## src/rtl/dmem_port.sv

```systemverilog
// Data-memory port: turns a held pipeline memory request into one bus transfer.
// Responses are aligned and extended, and misaligned or timed-out accesses return an error.
module dmem_port #(
   parameter int DATA_W  = 32,
   parameter int ADDR_W  = 32,
   parameter int TIMEOUT = 15
) (
   input  logic                clk,
   input  logic                rst,
   input  logic                req_valid,
   input  logic                req_we,
   input  logic [2:0]          req_dmtype,
   input  logic [ADDR_W-1:0]   req_addr,
   input  logic [DATA_W-1:0]   req_wdata,
   output logic                stall,
   output logic                rsp_valid,
   output logic                rsp_err,
   output logic [DATA_W-1:0]   rsp_rdata,
   output logic                bus_req,
   output logic                bus_we,
   output logic [DATA_W/8-1:0] bus_wea,
   output logic [ADDR_W-1:0]   bus_addr,
   output logic [DATA_W-1:0]   bus_wdata,
   input  logic [DATA_W-1:0]   bus_rdata,
   input  logic                bus_ready
);

   localparam int NB   = DATA_W / 8;
   localparam int OFFW = $clog2(NB);

   typedef enum logic [1:0] {IDLE, ACCESS, RESP} state_t;

   state_t              state_q, state_d;
   logic                we_q, we_d;
   logic [2:0]          dmtype_q, dmtype_d;
   logic [OFFW-1:0]     off_q, off_d;
   logic [NB-1:0]       wea_q, wea_d;
   logic [ADDR_W-1:0]   baddr_q, baddr_d;
   logic [DATA_W-1:0]   wdata_q, wdata_d;
   logic [7:0]          cnt_q, cnt_d;
   logic                err_q, err_d;
   logic [DATA_W-1:0]   rdata_q, rdata_d;

   logic [1:0]          sz;
   logic                bad_type, misalign;
   logic [NB-1:0]       lane_m;
   logic [DATA_W-1:0]   dmask;
   logic [OFFW-1:0]     req_off;
   logic [DATA_W-1:0]   sh, ld;

   assign req_off = req_addr[OFFW-1:0];

   // sz is log2 of the access size in bytes; lane_m is its unshifted lane mask
   always_comb begin
      sz       = 2'd0;
      bad_type = 1'b0;
      case (req_dmtype)
         3'b000:          sz = 2'd2;
         3'b001, 3'b010:  sz = 2'd1;
         3'b011, 3'b100:  sz = 2'd0;
         3'b101: begin
            sz       = 2'd3;
            bad_type = (DATA_W != 64);
         end
         default:         bad_type = 1'b1;
      endcase
      case (sz)
         2'd0:    lane_m = NB'(8'h01);
         2'd1:    lane_m = NB'(8'h03);
         2'd2:    lane_m = NB'(8'h0F);
         default: lane_m = NB'(8'hFF);
      endcase
      misalign = |(req_addr[2:0] & 3'((4'd1 << sz) - 4'd1));
      dmask    = '0;
      for (int unsigned b = 0; b < NB; b++) begin
         dmask[8*b +: 8] = {8{lane_m[b]}};
      end
   end

   always_comb begin
      sh = bus_rdata >> {off_q, 3'b000};
      case (dmtype_q)
         3'b000:  ld = DATA_W'($signed(sh[31:0]));
         3'b001:  ld = DATA_W'($signed(sh[15:0]));
         3'b010:  ld = DATA_W'(sh[15:0]);
         3'b011:  ld = DATA_W'($signed(sh[7:0]));
         3'b100:  ld = DATA_W'(sh[7:0]);
         default: ld = sh;
      endcase
   end

   always_comb begin
      state_d  = state_q;
      we_d     = we_q;
      dmtype_d = dmtype_q;
      off_d    = off_q;
      wea_d    = wea_q;
      baddr_d  = baddr_q;
      wdata_d  = wdata_q;
      cnt_d    = cnt_q;
      err_d    = err_q;
      rdata_d  = rdata_q;
      case (state_q)
         IDLE: begin
            if (req_valid) begin
               rdata_d = '0;
               if (bad_type || misalign) begin
                  err_d   = 1'b1;
                  state_d = RESP;
               end else begin
                  we_d     = req_we;
                  dmtype_d = req_dmtype;
                  off_d    = req_off;
                  wea_d    = req_we ? (lane_m << req_off) : '0;
                  baddr_d  = {req_addr[ADDR_W-1:OFFW], OFFW'(0)};
                  wdata_d  = req_we ? ((req_wdata & dmask) << {req_off, 3'b000}) : '0;
                  cnt_d    = '0;
                  err_d    = 1'b0;
                  state_d  = ACCESS;
               end
            end
         end
         ACCESS: begin
            if (bus_ready) begin
               rdata_d = we_q ? '0 : ld;
               err_d   = 1'b0;
               state_d = RESP;
            end else if (cnt_q == 8'(TIMEOUT - 1)) begin
               rdata_d = '0;
               err_d   = 1'b1;
               state_d = RESP;
            end else begin
               cnt_d = cnt_q + 8'd1;
            end
         end
         default: state_d = IDLE;
      endcase
   end

   always_ff @(posedge clk) begin
      if (rst) begin
         state_q  <= IDLE;
         we_q     <= 1'b0;
         dmtype_q <= '0;
         off_q    <= '0;
         wea_q    <= '0;
         baddr_q  <= '0;
         wdata_q  <= '0;
         cnt_q    <= '0;
         err_q    <= 1'b0;
         rdata_q  <= '0;
      end else begin
         state_q  <= state_d;
         we_q     <= we_d;
         dmtype_q <= dmtype_d;
         off_q    <= off_d;
         wea_q    <= wea_d;
         baddr_q  <= baddr_d;
         wdata_q  <= wdata_d;
         cnt_q    <= cnt_d;
         err_q    <= err_d;
         rdata_q  <= rdata_d;
      end
   end

   assign bus_req   = (state_q == ACCESS);
   assign bus_we    = we_q;
   assign bus_wea   = wea_q;
   assign bus_addr  = baddr_q;
   assign bus_wdata = wdata_q;
   assign rsp_valid = (state_q == RESP);
   assign rsp_err   = rsp_valid & err_q;
   assign rsp_rdata = rsp_valid ? rdata_q : '0;
   assign stall     = req_valid & ~rsp_valid;

endmodule

```

## config.mk

```make
export PLATFORM = sky130hd
export DESIGN_NAME = dmem_port
export DESIGN_NICKNAME = d
export VERILOG_FILES = /design/src/rtl/dmem_port.sv
export SDC_FILE = /design/constraint.sdc
export NUM_CORES = 1
export LEC_CHECK = 0
export BUFFER_PORTS_ARGS = -buffer_cell sky130_fd_sc_hd__buf_4
export CAP_MARGIN = 20
export CORE_ASPECT_RATIO = 1.1
export CORE_MARGIN = 5
export CORE_UTILIZATION = 49
export CTS_BUF_LIST = sky130_fd_sc_hd__clkbuf_8
export DETAILED_ROUTE_END_ITERATION = 10
export PLACE_DENSITY = 0.86
export REMOVE_ABC_BUFFERS = 1
export SYNTH_ARGS = -nofsm -noshare
export SYNTH_HDL_FRONTEND = slang
export SYNTH_SLANG_ARGS = --single-unit
```

## constraint.sdc

```tcl
create_clock -name clk -period 3.99 [get_ports clk]
set_input_delay 0.798 -clock clk [delete_from_list [all_inputs] [get_ports clk]]
set_output_delay 0.798 -clock clk [all_outputs]
set_load 0.02 [all_outputs]
```

==> impl_summary.md <==
Outcome
The flow ran to the end, and the final reports show no timing, DRC or antenna violations.

Setup path
The startpoint identified for the worst register-to-register timing path is off_q[1]. The setup check on the worst reg-to-reg path leaves a slack of 1330 ps. The endpoint of the most critical setup path is rdata_q[27]. The peak fanout along the critical path is 36. The worst setup path startpoint is off_q[1]. The maximum single-stage delay on the critical path is around 1000 ps. The kind of start point of the critical path is a flip-flop. The critical path data arrival time is 3010 ps.

The number of cells on the worst reg-to-reg path is 4. Traced cell by cell, the critical path runs through mux4_2 > a21oi_1 > or4b_1 > o2bb2ai_2. The endpoint of the lowest-slack register-to-register path is rdata_q[27]. The worst setup path is captured at a flip-flop.

The data required time of the worst path is 4350 ps. The slowest stage of the critical path is the dfxtp_1 cell. The worst setup path category is flip-flop to flip-flop.

STA
The clock arrives with 6.65 ps of skew. The fmax is ~0.38 GHz. The final worst-path setup slack is ~1300 ps. The minimum clock period after layout is roughly 2700 ps. The worst pin sits at a relative slew slack of 0.300.

The final hold violation count is 0. The slew at the pin closest to its max-slew limit is 1050 ps. Setup repair after global routing left no endpoint under its margin.

The number of setup violations in the final report is 0. Final hold analysis gives a worst-case slack of ~460 ps. The final period utilization is 0.665. The count of final max-slew check failures is 0.

Drt
The number of detailed-routing iterations run before antenna repair is 5. The number of vias per cell is ~5.9. In the final routed layout, each cell accounts on average for ~19 µm. The detailed router placed a little under 6k vias in this run. After detailed routing, the number of remaining DRC violations is 0.

The number of antenna-violating nets in the routed design is 0. The total wire length is around 18000 µm. In this run, the number of DRC markers left after iteration 0 of detailed routing was 482.

Layout
0 antenna diodes ended up in the layout. The layout filler cell count is roughly 940. The final instance count without filler cells is 982. At the end of the flow, the number of nets in the layout was between 900 and 1k. The library cell used most frequently in the layout, excluding fill and tap cells, is buf_4.

The layout overhead on the synthesized area is 32.7%. Of the cells placed in the final design, the portion with a size suffix greater than 1 is 0.334. For this run, the share of the core covered by cells in the final layout is 0.663. In the layout the commonest cells are 214 x buf_4, 115 x dfxtp_1, 80 x a21oi_1, 69 x o21ai_0, 43 x and2_1.

Yosys
The total of flip-flops plus latches after synthesis is between 100 and 150. The total number of yosys warnings is 0. The netlist uses 56 different library cells. The synthesized instance count is 650.

Yosys mapped a number of flops with a built-in enable equal to 0. The mapped cell area is roughly 0.0057 mm². The proportion of synthesized flip-flops having asynchronous set or reset is 0. By area the synthesized netlist is led by dfxtp_1 40%, a21oi_1 7.1%, o21ai_0 6.1%.

The share of synthesized area in the top cell type comes to 0.403. The mean area per synthesized cell is a little under 9 µm². The biggest area contributor in the post-synthesis netlist is dfxtp_1. Among all flip-flop cells after synthesis, the most frequent one is dfxtp_1. For this run, the register share of the synthesized area comes to 0.403.

Clock tree
Clock-pin slew was measured on the worst setup and hold paths at ~70 ps. The TritonCTS clock tree is yes. The number of CTS-inserted buffers is 17. The tree built by TritonCTS fans out to about 120 sinks. The clock reaches the later pin of the worst-skew pair after roughly 430 ps. Post-CTS repair changed the size of 0 cells. The cell at the root of the clock tree is clkbuf_8. In this run the post-CTS setup repair buffer count came out at 0.

The total of hold buffers inserted after clock tree synthesis is 0. The count of H-tree levels built during CTS is 4. The worst-case clock buffer depth is 2.

Global routing
The wire length of the first global-routing pass is roughly 29000 µm. The number of global-route vias before repair is ~5.7k. The number of antenna violations at the first check in global routing came to 0.

For this run, the total global-route usage over all layers was measured as 0.260. After global routing the overflow that remains totals 0. Entering global routing, the biggest net connects between 60 and 70 pins.

Floorplanning
The die is between 100 and 150 µm tall. The overall die area is 0.0139 mm². The total number of placement rows is 41.

The I/O pin count is 209. The standard cell core area is roughly 0.011 mm². From left edge to right edge, the die measures 113 µm. The initial utilization of the core area, before any placement, comes to 0.500.

Pwr
VDD sags by at most 0.000223 V. The ratio of total power to cell area is between 300 and 400 mW/mm². The static leakage is approximately 3 nW.

The design draws ~0.0027 W.

Place
The global placer's final weighted congestion is approximately 0.9. The worst setup slack after placement is around 1200 ps. The post-DP HPWL is around 13000 µm. The quantity of I/O buffers inserted on ports is ~200. The number of instances in the placed design is 950.

Min path
The class of the most critical hold timing path is flip-flop to flip-flop.

Flow run
The tool flagged a number of max-cap violations equal to 0.
how the worst min path moves through the flow:
stage	slack, ps	startpoint	end	depth (start not counted)
after floorplan	420	rdata_q[0]	rdata_q[0]	1
after global placement	440	rdata_q[15]	rdata_q[15]	1
after detailed placement	440	rdata_q[13]	rdata_q[13]	1
after CTS	460	rdata_q[9]	rdata_q[9]	1
after global routing	490	rdata_q[12]	rdata_q[12]	1
final	460	rdata_q[9]	rdata_q[9]	1
report_power, final:
group          internal, W  leakage (nW)  switching [W]  total, W
clock             0.000502         0.178       0.000493  0.000995
sequential         0.00119         0.932      0.0000312   0.00122
combinational     0.000207          1.97       0.000299  0.000506
total              0.00190          3.08       0.000823   0.00272
critical path: cells and delay by family (launching register included):
family | cells | cell delay [ps]
flip-flops | 1 | 1010
AND/OR/NAND/NOR | 1 | 780
multiplexers | 1 | 420
AO/OA/AOI/OAI | 2 | 350
sequential cells by signal, indices dropped and copies added, names as in the netlist:
signal and cells:
bus_wea 4, bus_wdata 32, cnt_q 8, bus_we 1, err_q 1, dmtype_q 3
state_q 2, bus_addr 30, off_q 2, rdata_q 32
cell families (layout without fill, tap and decap cells):
group / after synthesis / in the layout / synth area share
compound gates: 249 / 249 / 0.291
fa+ha+maj: 2 / 2 / 0.00437
xor+xnor: 10 / 10 / 0.0153
simple gates: 164 / 164 / 0.168
buf+inv: 80 / 261 / 0.0632
mux: 29 / 29 / 0.0545
other cells: 1 / 2 / 0.000656
flops: 115 / 115 / 0.403
layout make-up:
class                           count  area, µm²  share of cell area
Tap cell                          150        188              0.0247
Multi-Input combinational cell    456       3080               0.405
Sequential cell                   115       2300               0.303
Inverter                           15       56.3             0.00742
Clock buffer                       18        248              0.0326
Timing Repair Buffer              214       1610               0.212
Clock inverter                     14        114              0.0150
layer usage:
layer,global-route usage,vias to the layer above,wire length [µm]
li1,-,2739,-
met1,0.315,2711,7020
met2,0.439,321,8970
met3,0.0837,38,2010
met4,0.0887,0,426
met5,0,-,0
Yosys cell counts (3+ instances only):
| cell type | n |
|---|---|
| o2bb2ai_1 | 26 |
| inv_1 | 15 |
| xor2_1 | 4 |
| nand3_1 | 39 |
| nand2_1 | 9 |
| o32ai_1 | 8 |
| dfxtp_1 | 115 |
| o21ai_0 | 70 |
| or3_1 | 3 |
| a222oi_1 | 8 |
| buf_2 | 8 |
| nand4_1 | 15 |
| a31oi_1 | 5 |
| xnor2_1 | 6 |
| and3_1 | 5 |
| and2_1 | 44 |
| buf_6 | 4 |
| nor2b_1 | 10 |
| a22o_1 | 18 |
| mux2_2 | 7 |
| clkbuf_1 | 38 |
| nor2_1 | 21 |
| o2bb2ai_2 | 8 |
| a211oi_1 | 6 |
| mux2i_1 | 21 |
| a31o_2 | 4 |
| a21oi_1 | 81 |
| nor3b_1 | 3 |
| buf_1 | 8 |
| buf_4 | 5 |
| a21o_1 | 5 |
metrics by stage:
step / setup TNS, ps / area (µm²)
after floorplan: -2380 / 5420
after global placement: 0 / 7230
after detailed placement: 0 / 7230
after CTS: 0 / 7590
after global routing: 0 / 7590
final: 0 / 7590
Note: power is estimated with default switching activity, not from simulation.
